File: config.mk
export PLATFORM = sky130hd
export DESIGN_NAME = alu_execution_unit_flat
export DESIGN_NICKNAME = d
export VERILOG_FILES = /design/src/rtl/alu_execution_unit_if.sv /design/src/rtl/alu_execution_unit.sv /design/src/flat_wrapper.sv
export SDC_FILE = /design/constraint.sdc
export NUM_CORES = 1
export LEC_CHECK = 0
export ABC_AREA = 1
export CORE_MARGIN = 2
export CORE_UTILIZATION = 35
export CTS_BUF_LIST = sky130_fd_sc_hd__clkbuf_4 sky130_fd_sc_hd__clkbuf_8 sky130_fd_sc_hd__clkbuf_16
export CTS_CLUSTER_SIZE = 25
export DETAILED_ROUTE_END_ITERATION = 16
export GPL_TIMING_DRIVEN = 0
export SLEW_MARGIN = 0
export SYNTH_ARGS = -nofsm -noshare
export SYNTH_HDL_FRONTEND = slang
export SYNTH_SLANG_ARGS = --single-unit
File: constraint.sdc
create_clock -name clk -period 10.2 [get_ports clk]
set_input_delay 2.04 -clock clk [delete_from_list [all_inputs] [get_ports clk]]
set_output_delay 2.04 -clock clk [all_outputs]
set_load 0.05 [all_outputs]
File: src/rtl/alu_execution_unit_if.sv
// rtl/alu_execution_unit_if.sv - dispatch and result channels between reservation station, ALU and CDB arbiter
interface alu_execution_unit_if #(
    parameter int BW_PROCESSOR_DATA = 32,
    parameter int BW_OPCODE_INT     = 3,
    parameter int BW_TAG            = 3
);
    logic                           i_rs_valid;
    logic                           i_rs_ready;
    logic [BW_OPCODE_INT-1:0]       i_rs_opcode;
    logic [BW_TAG-1:0]              i_rs_tag;
    logic [2*BW_PROCESSOR_DATA-1:0] i_rs_V_flatten;
    logic                           o_cdb_valid;
    logic                           o_cdb_ready;
    logic [BW_TAG-1:0]              o_cdb_tag;
    logic [BW_PROCESSOR_DATA-1:0]   o_cdb_data;

    // Reservation station / arbiter side
    modport master (
        output i_rs_valid, i_rs_opcode, i_rs_tag, i_rs_V_flatten, o_cdb_ready,
        input  i_rs_ready, o_cdb_valid, o_cdb_tag, o_cdb_data
    );

    // Execution unit side
    modport slave (
        input  i_rs_valid, i_rs_opcode, i_rs_tag, i_rs_V_flatten, o_cdb_ready,
        output i_rs_ready, o_cdb_valid, o_cdb_tag, o_cdb_data
    );
endinterface

File: src/rtl/alu_execution_unit.sv
// rtl/alu_execution_unit.sv - integer ALU execution stage with single-cycle ops and iterative MUL
module alu_execution_unit #(
    parameter int BW_PROCESSOR_DATA = 32,
    parameter int BW_OPCODE_INT     = 3,
    parameter int BW_TAG            = 3
) (
    input  logic                 clk,
    input  logic                 rst,
    alu_execution_unit_if.slave  bus
);
    localparam int BW  = BW_PROCESSOR_DATA;
    localparam int SHW = $clog2(BW);
    localparam int CW  = $clog2(BW);

    localparam logic [BW_OPCODE_INT-1:0] OP_ADD = BW_OPCODE_INT'(0);
    localparam logic [BW_OPCODE_INT-1:0] OP_SUB = BW_OPCODE_INT'(1);
    localparam logic [BW_OPCODE_INT-1:0] OP_AND = BW_OPCODE_INT'(2);
    localparam logic [BW_OPCODE_INT-1:0] OP_OR  = BW_OPCODE_INT'(3);
    localparam logic [BW_OPCODE_INT-1:0] OP_XOR = BW_OPCODE_INT'(4);
    localparam logic [BW_OPCODE_INT-1:0] OP_SLL = BW_OPCODE_INT'(5);
    localparam logic [BW_OPCODE_INT-1:0] OP_SRA = BW_OPCODE_INT'(6);
    localparam logic [BW_OPCODE_INT-1:0] OP_MUL = BW_OPCODE_INT'(7);

    typedef enum logic [0:0] {
        IDLE     = 1'b0,
        MUL_BUSY = 1'b1
    } state_t;

    state_t             state_q;
    state_t             state_d;

    logic [BW-1:0]      mcand_q;
    logic [BW-1:0]      mplier_q;
    logic [BW-1:0]      prod_q;
    logic [CW-1:0]      cnt_q;
    logic [BW_TAG-1:0]  mtag_q;

    logic               cdb_valid_q;
    logic [BW_TAG-1:0]  cdb_tag_q;
    logic [BW-1:0]      cdb_data_q;

    logic [BW-1:0]      op_a;
    logic [BW-1:0]      op_b;
    logic [SHW-1:0]     shamt;
    logic               accept;
    logic               is_mul;
    logic               last_step;
    logic [BW-1:0]      alu_res;
    logic [BW-1:0]      prod_step;

    assign op_a      = bus.i_rs_V_flatten[BW-1:0];
    assign op_b      = bus.i_rs_V_flatten[2*BW-1:BW];
    assign shamt     = op_b[SHW-1:0];
    assign is_mul    = (bus.i_rs_opcode == OP_MUL);
    assign last_step = (cnt_q == CW'(BW-1));
    assign prod_step = prod_q + (mplier_q[0] ? mcand_q : '0);

    // Dispatch is open only when idle and the output slot is free or draining this edge
    assign bus.i_rs_ready = (state_q == IDLE) && (!cdb_valid_q || bus.o_cdb_ready);
    assign accept         = bus.i_rs_valid && bus.i_rs_ready;

    assign bus.o_cdb_valid = cdb_valid_q;
    assign bus.o_cdb_tag   = cdb_tag_q;
    assign bus.o_cdb_data  = cdb_data_q;

    // Single-cycle operation result from the live dispatch operands
    always_comb begin
        alu_res = '0;
        case (bus.i_rs_opcode)
            OP_ADD:  alu_res = op_a + op_b;
            OP_SUB:  alu_res = op_a - op_b;
            OP_AND:  alu_res = op_a & op_b;
            OP_OR:   alu_res = op_a | op_b;
            OP_XOR:  alu_res = op_a ^ op_b;
            OP_SLL:  alu_res = op_a << shamt;
            OP_SRA:  alu_res = $signed(op_a) >>> shamt;
            default: alu_res = '0;
        endcase
    end

    // State register
    always_ff @(posedge clk or posedge rst) begin
        if (rst) begin
            state_q <= IDLE;
        end else begin
            state_q <= state_d;
        end
    end

    // Next-state: MUL accepts enter the busy loop, the final step returns to idle
    always_comb begin
        state_d = state_q;
        case (state_q)
            IDLE:     if (accept && is_mul) state_d = MUL_BUSY;
            MUL_BUSY: if (last_step) state_d = IDLE;
            default:  state_d = IDLE;
        endcase
    end

    // Datapath: output register, operand latches and shift-add iteration
    always_ff @(posedge clk or posedge rst) begin
        if (rst) begin
            mcand_q     <= '0;
            mplier_q    <= '0;
            prod_q      <= '0;
            cnt_q       <= '0;
            mtag_q      <= '0;
            cdb_valid_q <= 1'b0;
            cdb_tag_q   <= '0;
            cdb_data_q  <= '0;
        end else if (state_q == IDLE) begin
            if (accept) begin
                if (is_mul) begin
                    mcand_q     <= op_a;
                    mplier_q    <= op_b;
                    prod_q      <= '0;
                    cnt_q       <= '0;
                    mtag_q      <= bus.i_rs_tag;
                    // Accepting implies any pending result drains on this edge
                    cdb_valid_q <= 1'b0;
                end else begin
                    cdb_valid_q <= 1'b1;
                    cdb_tag_q   <= bus.i_rs_tag;
                    cdb_data_q  <= alu_res;
                end
            end else if (cdb_valid_q && bus.o_cdb_ready) begin
                cdb_valid_q <= 1'b0;
            end
        end else begin
            prod_q   <= prod_step;
            mcand_q  <= mcand_q << 1;
            mplier_q <= mplier_q >> 1;
            cnt_q    <= cnt_q + CW'(1);
            // Output slot is known empty while busy, so the final product loads directly
            if (last_step) begin
                cdb_valid_q <= 1'b1;
                cdb_tag_q   <= mtag_q;
                cdb_data_q  <= prod_step;
            end
        end
    end
endmodule

File: src/flat_wrapper.sv
// flat-port wrapper written by rule: the top's interface ports become plain ports
module alu_execution_unit_flat 
#(
    parameter int BW_PROCESSOR_DATA = 32,
    parameter int BW_OPCODE_INT     = 3,
    parameter int BW_TAG            = 3
)
  (clk, rst, bus_i_rs_valid, bus_i_rs_opcode, bus_i_rs_tag, bus_i_rs_V_flatten, bus_o_cdb_ready, bus_i_rs_ready, bus_o_cdb_valid, bus_o_cdb_tag, bus_o_cdb_data);
  alu_execution_unit_if #(.BW_PROCESSOR_DATA(BW_PROCESSOR_DATA), .BW_OPCODE_INT(BW_OPCODE_INT), .BW_TAG(BW_TAG)) bus_i ();
  input  logic clk;
  input  logic rst;
  input wire logic [$bits(bus_i.i_rs_valid)-1:0] bus_i_rs_valid;
  input wire logic [$bits(bus_i.i_rs_opcode)-1:0] bus_i_rs_opcode;
  input wire logic [$bits(bus_i.i_rs_tag)-1:0] bus_i_rs_tag;
  input wire logic [$bits(bus_i.i_rs_V_flatten)-1:0] bus_i_rs_V_flatten;
  input wire logic [$bits(bus_i.o_cdb_ready)-1:0] bus_o_cdb_ready;
  output wire logic [$bits(bus_i.i_rs_ready)-1:0] bus_i_rs_ready;
  output wire logic [$bits(bus_i.o_cdb_valid)-1:0] bus_o_cdb_valid;
  output wire logic [$bits(bus_i.o_cdb_tag)-1:0] bus_o_cdb_tag;
  output wire logic [$bits(bus_i.o_cdb_data)-1:0] bus_o_cdb_data;
  assign bus_i.i_rs_valid = bus_i_rs_valid;
  assign bus_i.i_rs_opcode = bus_i_rs_opcode;
  assign bus_i.i_rs_tag = bus_i_rs_tag;
  assign bus_i.i_rs_V_flatten = bus_i_rs_V_flatten;
  assign bus_i.o_cdb_ready = bus_o_cdb_ready;
  assign bus_i_rs_ready = bus_i.i_rs_ready;
  assign bus_o_cdb_valid = bus_i.o_cdb_valid;
  assign bus_o_cdb_tag = bus_i.o_cdb_tag;
  assign bus_o_cdb_data = bus_i.o_cdb_data;
  alu_execution_unit #(.BW_PROCESSOR_DATA(BW_PROCESSOR_DATA), .BW_OPCODE_INT(BW_OPCODE_INT), .BW_TAG(BW_TAG)) u_core (.clk(clk), .rst(rst), .bus(bus_i));
endmodule
==> results.cfg <==
[floorplan]
die_height_um = 220
row_count = 79
die_area_um2 = 48500
core_um2 = 46400
die_w_um = 220
start_util_pct = 35.3
ioPinCount = 111

[worst_setup_path]
r2r_start = u_core.mplier_q[0]$_DFFE_PP0P_
end_kind = flip-flop
cp_data_required_time_ps = 10520
r2r_end = u_core.bus.o_cdb_data[26]$_DFFE_PP0P_
worst-r2r-cell-count = 14
endpoint = u_core.bus.o_cdb_data[26]$_DFFE_PP0P_
crit_type = in -> reg
critPathLaunchType = primary input
worstSetupStartpoint = bus_i_rs_V_flatten[33]
cp_max_fo = 11
r2r_slack_ps = 6930
critical_path_arrival_ps = 6800

[finish]
area_growth_pct = 15.3
utilization_pct = 40.7
nets = 3149
layout-drive-gt1-share_pct = 3.82
layout_common_cells = 1027 x nand2_1, 314 x nand3_1, 297 x inv_1, 289 x nor2_1, 146 x a21oi_1
final_common_cell = nand2_1

[logic_synthesis]
synthAdderAreaFrac_pct = 10.2
synth_top_family_by_area = simple AND/OR/NAND/NOR gates
synth.area.mux_share_pct = 0
async_flop_share_pct = 100
seq_area_frac_synth_pct = 21.6
syn_area_um2 = 16400
ys_ff_latch = 141
synth_compound_area_share_pct = 12.9
synth_xor_xnor_area_share_pct = 1.82
yosys.area_share.simple_pct = 43.3
syn_nets = 3019
syn_avg_cell_area_um2 = 5.81
yosysUniqueCellTypes = 43
syn_inst = 2813
ys_warn_count = 0
ys.flop_type = dfrtp_1
synth_edf_count = 0

[power]
seqPwrFrac_pct = 21.8
cellPowerDensity_nw_per_um2 = 254
p_int_mw = 2.17
p_leak_nw = 9.94
p_comb_share_pct = 64.4
ir_drop_mv = 0.266
p_sw_mw = 2.62
p_sw_share_pct = 54.6
p_clk_share_pct = 13.8

[place]
dp_hpwl_mm = 72.1
port_buffers = 110
routabilityCongestion = 1.02

[clocking]
cts.sinks = 141
postCtsSetupBuffers = 0
root_buffer = clkbuf_16
cts_tree = built
clk_latency_ps = 430
clock_path_buffers = 2
path_clk_slew_ps = 60
ctsHoldBuffers = 0
cts_max_level = 4
cts_buffers = 17
cts_resized = 0

[status]
status = finished clean

[detailed_routing]
drt_pass1_iterations = 6
post_drt_wl_per_cell_um = 24.7
drt-initial-drc-count = 2011
antenna_left = 0
finalWirelength_mm = 88.0
drc = 0
viasPerCell = 5.62
vias = 20035

[global_routing]
antenna_found_initial = 2
grt_pass1_vias = 18767
grt_usage_pct = 36.2
grt_pass1_wl_mm = 126
overflow = 0
grt_max_degree = 78

[hold_path]
hp-class = reg -> reg

[run]
cap_viol_max_count = 0

[timing]
setup_violations = 0
fmax_mhz = 154
grt_setup_unrepaired = no
finClkSkew_ps = 14.2
fin_crit_ps = 6480
setup-tns-final_ps = 0
hold_viol = 0
slew_headroom_pct = 25.0
tightest_slew_ps = 1120
slew_violations = 0
fin_crit_sh_pct = 63.5
## power by group through the flow
| stage | logic, mW | registers (mW) | clock network [mW] |
|---|---|---|---|
| final | 3.08 | 1.04 | 0.663 |
| after global routing | 3.39 | 1.07 | 0.687 |
| after CTS | 3.03 | 1.04 | 0.664 |
| after detailed placement | 3.02 | 1.05 | 0 |
| after global placement | 2.99 | 1.04 | 0 |
| after floorplan | 1.80 | 1.24 | 0 |
## cell type report
type | count | area (µm²)
Inverter | 309 | 1160
Antenna cell | 1 | 2.50
Sequential cell | 141 | 3530
Multi-Input combinational cell | 2249 | 11100
Clock buffer | 20 | 460
Tap cell | 607 | 759
Timing Repair Buffer | 111 | 1130
Clock inverter | 12 | 150
Buffer | 114 | 519
Fill cell | 5177 | 27500
## sequential cells by signal (all words and copies together) (netlist names)
name	flops
u_core.bus.o_cdb_data	32
u_core.bus.o_cdb_tag	3
u_core.bus.o_cdb_valid	1
u_core.cnt_q	5
u_core.mcand_q	32
u_core.mplier_q	32
u_core.mtag_q	3
u_core.prod_q	32
u_core.state_q	1
## layer usage
layer / vias to the layer above / GRT usage (%) / routed length (µm)
met2: 944 / 55.4 / 37300
met4: 0 / 14.0 / 3950
met5: - / 0 / 0
met1: 9564 / 49.9 / 38700
met3: 157 / 7.31 / 8000
li1: 9370 / - / -
## metrics by stage
| stage | instances | power, mW | setup slack, ps | area [µm²] | hold slack [ps] |
|---|---|---|---|---|---|
| after floorplan | 2813 | 3.04 | 4380 | 16400 | 442 |
| after global placement | 3530 | 4.04 | 2100 | 18200 | 454 |
| after detailed placement | 3531 | 4.07 | 3440 | 18200 | 468 |
| after CTS | 3563 | 4.74 | 3880 | 18900 | 483 |
| after global routing | 3563 | 5.15 | 3520 | 18900 | 504 |
| final | 3564 | 4.79 | 3720 | 18900 | 480 |
## kinds of logic after synthesis
kind of cell	after synthesis
simple gates	1714
compound gates	369
xor+xnor	34
buf+inv	423
flops	141
fa+ha+maj	132
## synth_stat cells, types with 12 or more instances
master / instances / area (µm²)
nand2_1: 1027 / 3850
nand3_1: 314 / 1570
inv_1: 298 / 1120
nor2_1: 289 / 1080
a21oi_1: 146 / 731
dfrtp_1: 141 / 3530
ha_1: 130 / 1630
o21ai_0: 83 / 415
a31oi_1: 74 / 463
clkbuf_1: 57 / 214
buf_2: 37 / 185
xor2_1: 32 / 280
nand4_1: 23 / 144
o211ai_1: 19 / 143
nor3_1: 13 / 65.1
and2_1: 12 / 75.1
buf_4: 12 / 90.1
## how the worst min path moves through the flow
stage / end / slack, ps / start / depth (start not counted)
CTS: u_core.mtag_q[1]$_DFFE_PP0P_ / 480 / u_core.mtag_q[1]$_DFFE_PP0P_ / 2
detailed placement: u_core.mtag_q[1]$_DFFE_PP0P_ / 470 / u_core.mtag_q[1]$_DFFE_PP0P_ / 2
global route: u_core.mtag_q[0]$_DFFE_PP0P_ / 500 / u_core.mtag_q[0]$_DFFE_PP0P_ / 2
floorplan: u_core.mtag_q[0]$_DFFE_PP0P_ / 440 / u_core.mtag_q[0]$_DFFE_PP0P_ / 2
global placement: u_core.mtag_q[0]$_DFFE_PP0P_ / 450 / u_core.mtag_q[0]$_DFFE_PP0P_ / 2
finish: u_core.mtag_q[1]$_DFFE_PP0P_ / 480 / u_core.mtag_q[1]$_DFFE_PP0P_ / 2
## worst max-delay path, stage by stage
cell	delay [ps]
clkdlybuf4s50_1	510
buf_4	240
inv_2	110
buf_2	320
ha_1	230
nand2_1	110
nor2_2	150
nand4_2	160
nor3_4	290
a31oi_1	240
xor2_1	220
ha_1	450
nand2_1	140
nor2_1	270
nand2_1	160
nor3_1	160
nand2_1	100
nand3_1	80
nand2_1	50
nand3_1	280
nand3_1	240
a21oi_1	180
nor2_1	50
(Power assumes the default switching activity.)
